## config.mk

```make
export PLATFORM = sky130hd
export DESIGN_NAME = sig_capture_unit
export DESIGN_NICKNAME = d
export VERILOG_FILES = /design/src/rtl/sig_capture_unit.sv
export SDC_FILE = /design/constraint.sdc
export NUM_CORES = 1
export LEC_CHECK = 0
export CAP_MARGIN = 20
export CELL_PAD_IN_SITES_DETAIL_PLACEMENT = 2
export CELL_PAD_IN_SITES_GLOBAL_PLACEMENT = 2
export CORE_AREA = 2 2 248 250
export CTS_CLUSTER_SIZE = 28
export DETAILED_ROUTE_END_ITERATION = 8
export DIE_AREA = 0 0 250 252
export HOLD_SLACK_MARGIN = 0.03
export PLACE_DENSITY = 0.78
export REMOVE_ABC_BUFFERS = 1
export SLEW_MARGIN = 10
export SYNTH_ARGS = -nofsm -noshare
export SYNTH_HDL_FRONTEND = slang
export SYNTH_SLANG_ARGS = --single-unit
```

## constraint.sdc

```tcl
create_clock -name clk -period 5.7 [get_ports clk]
set_input_delay 1.14 -clock clk [delete_from_list [all_inputs] [get_ports clk]]
set_output_delay 1.14 -clock clk [all_outputs]
set_load 0.02 [all_outputs]
```

## src/rtl/sig_capture_unit.sv

```systemverilog
// sig_capture_unit: watches the data-memory store port, buffers stores to the
// signature address in a first-word-fall-through FIFO drained over valid/ready,
// and ends the run (halt) on a halt-address store or a cycle timeout once the
// FIFO is empty.
module sig_capture_unit #(
   parameter logic [31:0] SIG_ADDR  = 32'h0000_0F00,
   parameter logic [31:0] HALT_ADDR = 32'hCAFE_BEEF,
   parameter int unsigned DEPTH     = 16,
   parameter int unsigned TIMEOUT   = 500000
) (
   input  logic                   clk,
   input  logic                   rst,
   input  logic [31:0]            addr,
   input  logic [31:0]            wdata,
   input  logic                   wr,
   output logic                   sig_valid,
   output logic [31:0]            sig_data,
   input  logic                   sig_ready,
   output logic [$clog2(DEPTH):0] count,
   output logic                   overflow,
   output logic                   halt,
   output logic                   timed_out
);

   localparam int unsigned PTR_W = $clog2(DEPTH);
   localparam int unsigned CNT_W = PTR_W + 1;
   localparam int unsigned TMO_W = $clog2(TIMEOUT + 1);

   typedef enum logic [1:0] {
      ST_RUN   = 2'd0,
      ST_DRAIN = 2'd1,
      ST_DONE  = 2'd2
   } state_e;

   state_e             state_q, state_d;
   logic [PTR_W-1:0]   wr_ptr_q, wr_ptr_d;
   logic [PTR_W-1:0]   rd_ptr_q, rd_ptr_d;
   logic [CNT_W-1:0]   count_q, count_d;
   logic [TMO_W-1:0]   cyc_q, cyc_d;
   logic               overflow_q, overflow_d;
   logic               halt_q, halt_d;
   logic               timed_out_q, timed_out_d;
   logic               sig_valid_q, sig_valid_d;
   logic [31:0]        sig_data_q, sig_data_d;
   logic [31:0]        mem_q [DEPTH];
   logic [31:0]        mem_d [DEPTH];

   logic               sig_req;
   logic               halt_req;
   logic               full;
   logic               push;
   logic               pop;

   // Next-state: FIFO bookkeeping, run-control FSM and registered output heads
   always_comb begin
      state_d     = state_q;
      wr_ptr_d    = wr_ptr_q;
      rd_ptr_d    = rd_ptr_q;
      cyc_d       = cyc_q;
      overflow_d  = overflow_q;
      timed_out_d = timed_out_q;
      mem_d       = mem_q;

      sig_req  = (state_q == ST_RUN) && !wr && (addr == SIG_ADDR);
      halt_req = (state_q == ST_RUN) && !wr && (addr == HALT_ADDR);
      full     = (count_q == CNT_W'(DEPTH));
      pop      = sig_valid_q && sig_ready;
      // A pop on the same edge frees the slot a full FIFO needs
      push     = sig_req && (!full || pop);

      if (sig_req && full && !pop) begin
         overflow_d = 1'b1;
      end

      if (push) begin
         mem_d[wr_ptr_q] = wdata;
         wr_ptr_d        = wr_ptr_q + PTR_W'(1);
      end

      if (pop) begin
         rd_ptr_d = rd_ptr_q + PTR_W'(1);
      end

      count_d = count_q + CNT_W'(push) - CNT_W'(pop);

      case (state_q)
         ST_RUN: begin
            cyc_d = cyc_q + TMO_W'(1);
            // Halt store wins over a coincident timeout
            if (halt_req) begin
               state_d = ST_DRAIN;
            end else if (cyc_q == TMO_W'(TIMEOUT - 1)) begin
               state_d     = ST_DRAIN;
               timed_out_d = 1'b1;
            end
         end
         ST_DRAIN: begin
            if (count_q == '0) begin
               state_d = ST_DONE;
            end
         end
         ST_DONE: begin
            state_d = ST_DONE;
         end
         default: begin
            state_d = ST_RUN;
         end
      endcase

      halt_d      = (state_d == ST_DONE);
      sig_valid_d = (count_d != '0) && (state_d != ST_DONE);
      sig_data_d  = sig_valid_d ? mem_d[rd_ptr_d] : 32'h0;
   end

   // Control and output registers with synchronous reset
   always_ff @(posedge clk) begin
      if (rst) begin
         state_q     <= ST_RUN;
         wr_ptr_q    <= '0;
         rd_ptr_q    <= '0;
         count_q     <= '0;
         cyc_q       <= '0;
         overflow_q  <= 1'b0;
         halt_q      <= 1'b0;
         timed_out_q <= 1'b0;
         sig_valid_q <= 1'b0;
         sig_data_q  <= 32'h0;
      end else begin
         state_q     <= state_d;
         wr_ptr_q    <= wr_ptr_d;
         rd_ptr_q    <= rd_ptr_d;
         count_q     <= count_d;
         cyc_q       <= cyc_d;
         overflow_q  <= overflow_d;
         halt_q      <= halt_d;
         timed_out_q <= timed_out_d;
         sig_valid_q <= sig_valid_d;
         sig_data_q  <= sig_data_d;
      end
   end

   // FIFO storage; contents are don't-care while pointers say empty
   always_ff @(posedge clk) begin
      mem_q <= mem_d;
   end

   assign sig_valid = sig_valid_q;
   assign sig_data  = sig_data_q;
   assign count     = count_q;
   assign overflow  = overflow_q;
   assign halt      = halt_q;
   assign timed_out = timed_out_q;

endmodule

```

* Word level (Yosys, flattened, before mapping)
Cells that the tools add are included.
Word-level totals: bits in registers 582, input bits 68, word-level logic and storage cells 76
Cells by class: add/subtract/negate cells 5, magnitude comparators 3, equality and inequality tests 8, mux-type cells 12, bitwise gates (word level) 4, reduce and logical (&&, ||, !) cells 18
Operators with widths (number):
- 512-bit bitwise mux | 1
- 512-bit two-way mux | 1
- 32-bit binary-select mux with 4-bit select | 1
- 32-bit demux with 4-bit select | 1
- 32-bit two-way mux | 3
- 32-bit by 12-bit equality test with 1-bit output, second input constant | 1
- 32-bit equality test, second input constant | 1
- 19-bit by 1-bit adder with 19-bit output, second input constant | 1
- 19-bit equality test, second input constant | 1
- 5-bit >= comparator, second input constant | 2
- 4-bit inverter with 5-bit output | 2
- 1-bit logical AND | 9
- 4-bit by 1-bit adder with 4-bit output, second input constant | 2
- 2-bit two-way mux | 3
- 2-bit one-hot mux with 3 select lines | 1
- 5-bit by 1-bit adder with 5-bit output | 1
- 5-bit equality test, second input constant | 1
- 5-bit zero test | 1
- 5-bit by 1-bit < comparator with 1-bit output, second input constant | 1
- 5-bit nonzero test | 1
- 5-bit by 1-bit subtractor with 5-bit output | 1
- 2-bit equality test, second input constant | 2
- 4-bit two-way mux | 1
- 1-bit zero test | 3
- 7 further kinds | 8

* Logic depth before layout (Yosys ltp)
Gate-level depths: netlist of the first run.
depth in word-level cells 10, gate-level depth with buffers 21

* Least setup slack after synthesis of the first run
Ideal clock, no wire load.
path type input port to flip-flop, from in addr[4], to reg sig_data_q[10], in the netlist sig_data[10], setup time 83 ps, arrival 4918 ps, required time 5617 ps, slack 699 ps, cell stages on the path 19, cell sequence nor4_1 nand4_1 clkbuf_1 nor3_1 buf_2 inv_1 ha_1 inv_1 ha_1 fa_1 a21oi_1 o21bai_1 xnor2_1 a311oi_1 clkbuf_1 o21ai_0 nor3_1 nand2_1 o221ai_1
On the way: cells in the longest elaborated chain, start to end 9, elaborated cells on any way between the ends 18, classes of those cells 2 x add/sub; 3 x eq/ne; 6 x mux; 1 x bitwise; 6 x reduce/logical
RTL lines:
- from (decl) | line 13 | input logic [31:0] addr,
- 32-bit by 12-bit equality test with 1-bit output | line 64 | sig_req = (state_q == ST_RUN) && !wr && (addr == SIG_ADDR);
- 1-bit logical AND | line 64
- 1-bit logical AND | line 69 | push = sig_req && (!full || pop);
- 5-bit by 1-bit adder with 5-bit output | line 84 | count_d = count_q + CNT_W'(push) - CNT_W'(pop);
- 5-bit by 1-bit subtractor with 5-bit output | line 84
- 5-bit nonzero test | line 111 | sig_valid_d = (count_d != '0) && (state_d != ST_DONE);
- 1-bit logical AND | line 111
- 1-bit inverter (no source line)
- 2-bit OR reduction (no source line)
- to (signal assigned) | line 138 | sig_data_q <= sig_data_d;
- to (decl) | line 44 | logic [31:0] sig_data_q, sig_data_d;
Parallel ways exist; a longest one is shown, timed or not. The select of a mux whose other input is x is not followed. A chain may end at the register's enable or synchronous reset.

* Worst setup path after layout of the first run
from in addr[23], to reg sig_data_q[19], in the netlist sig_data[19]
The elaborated chain is that of the path after synthesis.

==> results.py, run 1 <==
metrics = {
    "logic_synthesis": {
        "synth_cells": 2197,
        "synthSimpleGateAreaFrac_pct": 8.29,
        "synth_compound_area_share_pct": 14.1,
        "synthFlopType": "dfxtp_1",
        "synth_area_um2": 24500,
        "synth.largest_area_cell": "dfxtp_1",
        "synth-async-reset-ratio_pct": 0,
        "synth_fa_ha_area_share_pct": 0.696,
        "ys_types": 61,
        "ys_seq_elements": 582,
        "synth_top_family_by_area": "multiplexers",
        "yosysSeqAreaShare_pct": 47.6,
        "synth_edf_count": 0,
        "synth_top_area_share_pct": 47.6,
        "yosys_warnings": 0,
        "muxShareOfSynthArea_pct": 24.2,
        "syn_area_per_cell_um2": 11.1,
        "synthTopCellsByArea": "dfxtp_1, mux2_2, o22a_1",
        "synth_xor_xnor_area_share_pct": 0.967,
    },
    "critical_path": {
        "crit_start": "addr[23]",
        "worst_ep_arrival_time_ps": 5720,
        "r2r_start": "count[2]$_SDFF_PP0_",
        "cp_data_required_time_ps": 6120,
        "path_class": "primary input to register",
        "worstPathMaxFanout": 32,
        "crit_path_end_kind": "register",
        "start_kind": "primary input",
    },
    "cts": {
        "cts_buffers": 66,
        "cts_resized": 0,
        "root_buffer": "clkbuf_16",
        "clkSinkCount": 582,
        "postCtsSetupBuffers": 0,
        "clk_pin_slew_ps": 60,
        "cts-hold-fix-buffers": 0,
        "clock_path_buffers": 3,
        "worstSkewPairLatency_ps": 600,
        "htreeDepth": 3,
        "tritoncts": "done",
    },
    "sta": {
        "maxSlewViolCount": 0,
        "holdWs_ps": 457,
        "tns_ps": 0,
        "fin_crit_ps": 5290,
        "skew_ps": 30.9,
        "layout_worst_path_cycle_share_pct": 92.9,
        "rsz0062_at_grt": "false",
        "finalHoldViolCount": 0,
        "slew_headroom_pct": 31.7,
        "max_freq_mhz": 189,
        "worst_slew_pin_slew_ps": 1020,
        "setup_viol": 0,
    },
    "floorplanning": {
        "die_h_um": 252,
        "start_util_pct": 40.7,
        "io_pins": 109,
        "core-area_um2": 60100,
        "rows": 90,
        "die_area_um2": 63000,
        "die_x_um": 250,
    },
    "final_layout": {
        "final_cell_mix": "dfxtp_1, mux2_2, nor2_1",
        "layout_commonest_cell": "dfxtp_1",
        "area_growth_pct": 16.5,
        "drive_above_1_share_pct": 31.2,
        "antennaDiodeCount": 0,
        "layout.nets": 2305,
    },
    "global_routing": {
        "overflow": 0,
        "antenna_found_initial": 1,
        "grt_pass1_wl_um": 128000,
        "grtUsageTotal_pct": 26.5,
        "grt_pass1_vias": 20400,
        "grt_max_degree": 62,
    },
    "power": {
        "p_comb_share_pct": 20.1,
        "p_clk_share_pct": 40.7,
        "power_switching_mw": 3.19,
        "swShare_pct": 29.9,
        "internal-power_mw": 7.47,
        "vdd_ir_drop_max_mv": 0.239,
        "seq_power_share_pct": 39.2,
        "power.density_nw_per_um2": 374,
        "p_leak_nw": 11.9,
    },
    "placed_design": {
        "dp_hpwl_um": 47800,
        "io_buffers": 108,
        "place.gp.congestion": 0.743,
    },
    "route": {
        "totalWireLength_um": 84000,
        "drtPass1Iterations": 5,
        "vias_per_cell": 5.97,
        "post_drt_wl_per_cell_um": 27.6,
        "detail-route-antenna-nets": 0,
        "detailedRoute.firstIterationViolations": 1006,
        "drc": 0,
        "dr_total_vias": 18200,
    },
    "min_path": {
        "hold_start": "mem_q[508]$_DFF_P_",
        "hp-class": "register to register",
    },
    "status": {
        "outcome": "finished clean",
    },
    "job": {
        "maxCapViolations": 0,
    },
}
[final cells by class]
type	count	area, um^2
sequential	582	11700
fill	5988	31600
tap	782	978
timing repair buffer	171	1630
clock inverter	19	230
clock buffer	90	1960
multi-input combinational	1386	12000
inverter	17	63.8
[state kept, by name (all words and copies together) (netlist names)]
register and count:
count 5, cyc_q 19, halt 1, mem_q 512, overflow 1, rd_ptr_q 4, sig_data 32, sig_valid 1
state_q 2, timed_out 1, wr_ptr_q 4
[stage by stage]
stage / instances / total power [mW] / utilization [%] / cell area (um^2) / worst slack, ps
finish: 3047 / 10.7 / 47.4 / 28500 / 407
global route: 3047 / 11.0 / 47.4 / 28500 / 237
CTS: 3047 / 10.7 / 47.4 / 28500 / 402
detailed placement: 2938 / 6.36 / 43.8 / 26300 / -157
global placement: 2938 / 6.30 / 43.8 / 26300 / 235
floorplan: 1985 / 5.29 / - / 23500 / -3890
[per-layer routing]
| metal | vias up | global-route usage (%) | part of all wire (%) | wire [um] |
|---|---|---|---|---|
| li1 | 8142 | - | - | - |
| met1 | 9507 | 32.7 | 43 | 36300 |
| met2 | 374 | 47.3 | 50 | 42300 |
| met3 | 174 | 3.76 | 3.3 | 2810 |
| met4 | 2 | 8.86 | 3.1 | 2580 |
| met5 | - | 0 | 0.015 | 13 |
[final timing paths]
check                                          endpoint  cells past startpoint  slack, ps
worst max-delay path            sig_data[19]$_SDFF_PP0_                     17        410
worst min-delay path                 mem_q[508]$_DFF_P_                      1        460
worst max register to register  sig_data[19]$_SDFF_PP0_                     18        910
worst min register to register       mem_q[508]$_DFF_P_                      1        460
[synth_stat cells, drive strengths merged (30+ instances only)]
master / number
a21oi: 42
and4b: 32
buf: 51
clkbuf: 161
dfxtp: 582
mux2: 504
nand2: 105
nor2: 134
nor3: 41
o211ai: 96
o21ai: 72
o21ba: 30
o221ai: 32
o22a: 93
o32a: 32
o32ai: 31
[cell families (layout without fill, tap and decap cells)]
family	after synthesis	in the layout
adders and majority gates	13	13
muxes	509	509
DFF	582	582
xor gates and xnor gates	27	27
and+or+nand+nor	392	392
buffers and inverters	229	297
AOI/OAI and AO/OA	445	445
[power groups by stage]
stage                     registers (mW)  clock network [mW]  logic [mW]
after floorplan                     4.31                   0       0.984
after global placement              4.27                   0        2.03
after detailed placement            4.27                   0        2.09
after CTS                           4.18                4.42        2.13
after global routing                4.18                4.59        2.26
final                               4.18                4.34        2.15
[worst max-delay path: stages]
cell and delay [ps]:
clkdlybuf4s50_1 440, nor4_2 360, nand4_2 170, nor3_1 290
inv_1 110, ha_1 320, inv_1 50, ha_1 210
fa_1 440, xnor2_1 240, nor3b_1 580, a311o_2 330
buf_12 250, o21ba_2 200, and4b_1 190, a21oi_1 170
o221ai_1 180
No activity file was read; power rests on OpenSTA's default activity.
==> run 2: changes to the inputs <==
- CAP_MARGIN: 20 -> unset
- SKIP_LAST_GASP: unset -> 1
==> results of run 2 <==
Same layout as run 1: the final DEF is identical, and so are final timing and power.
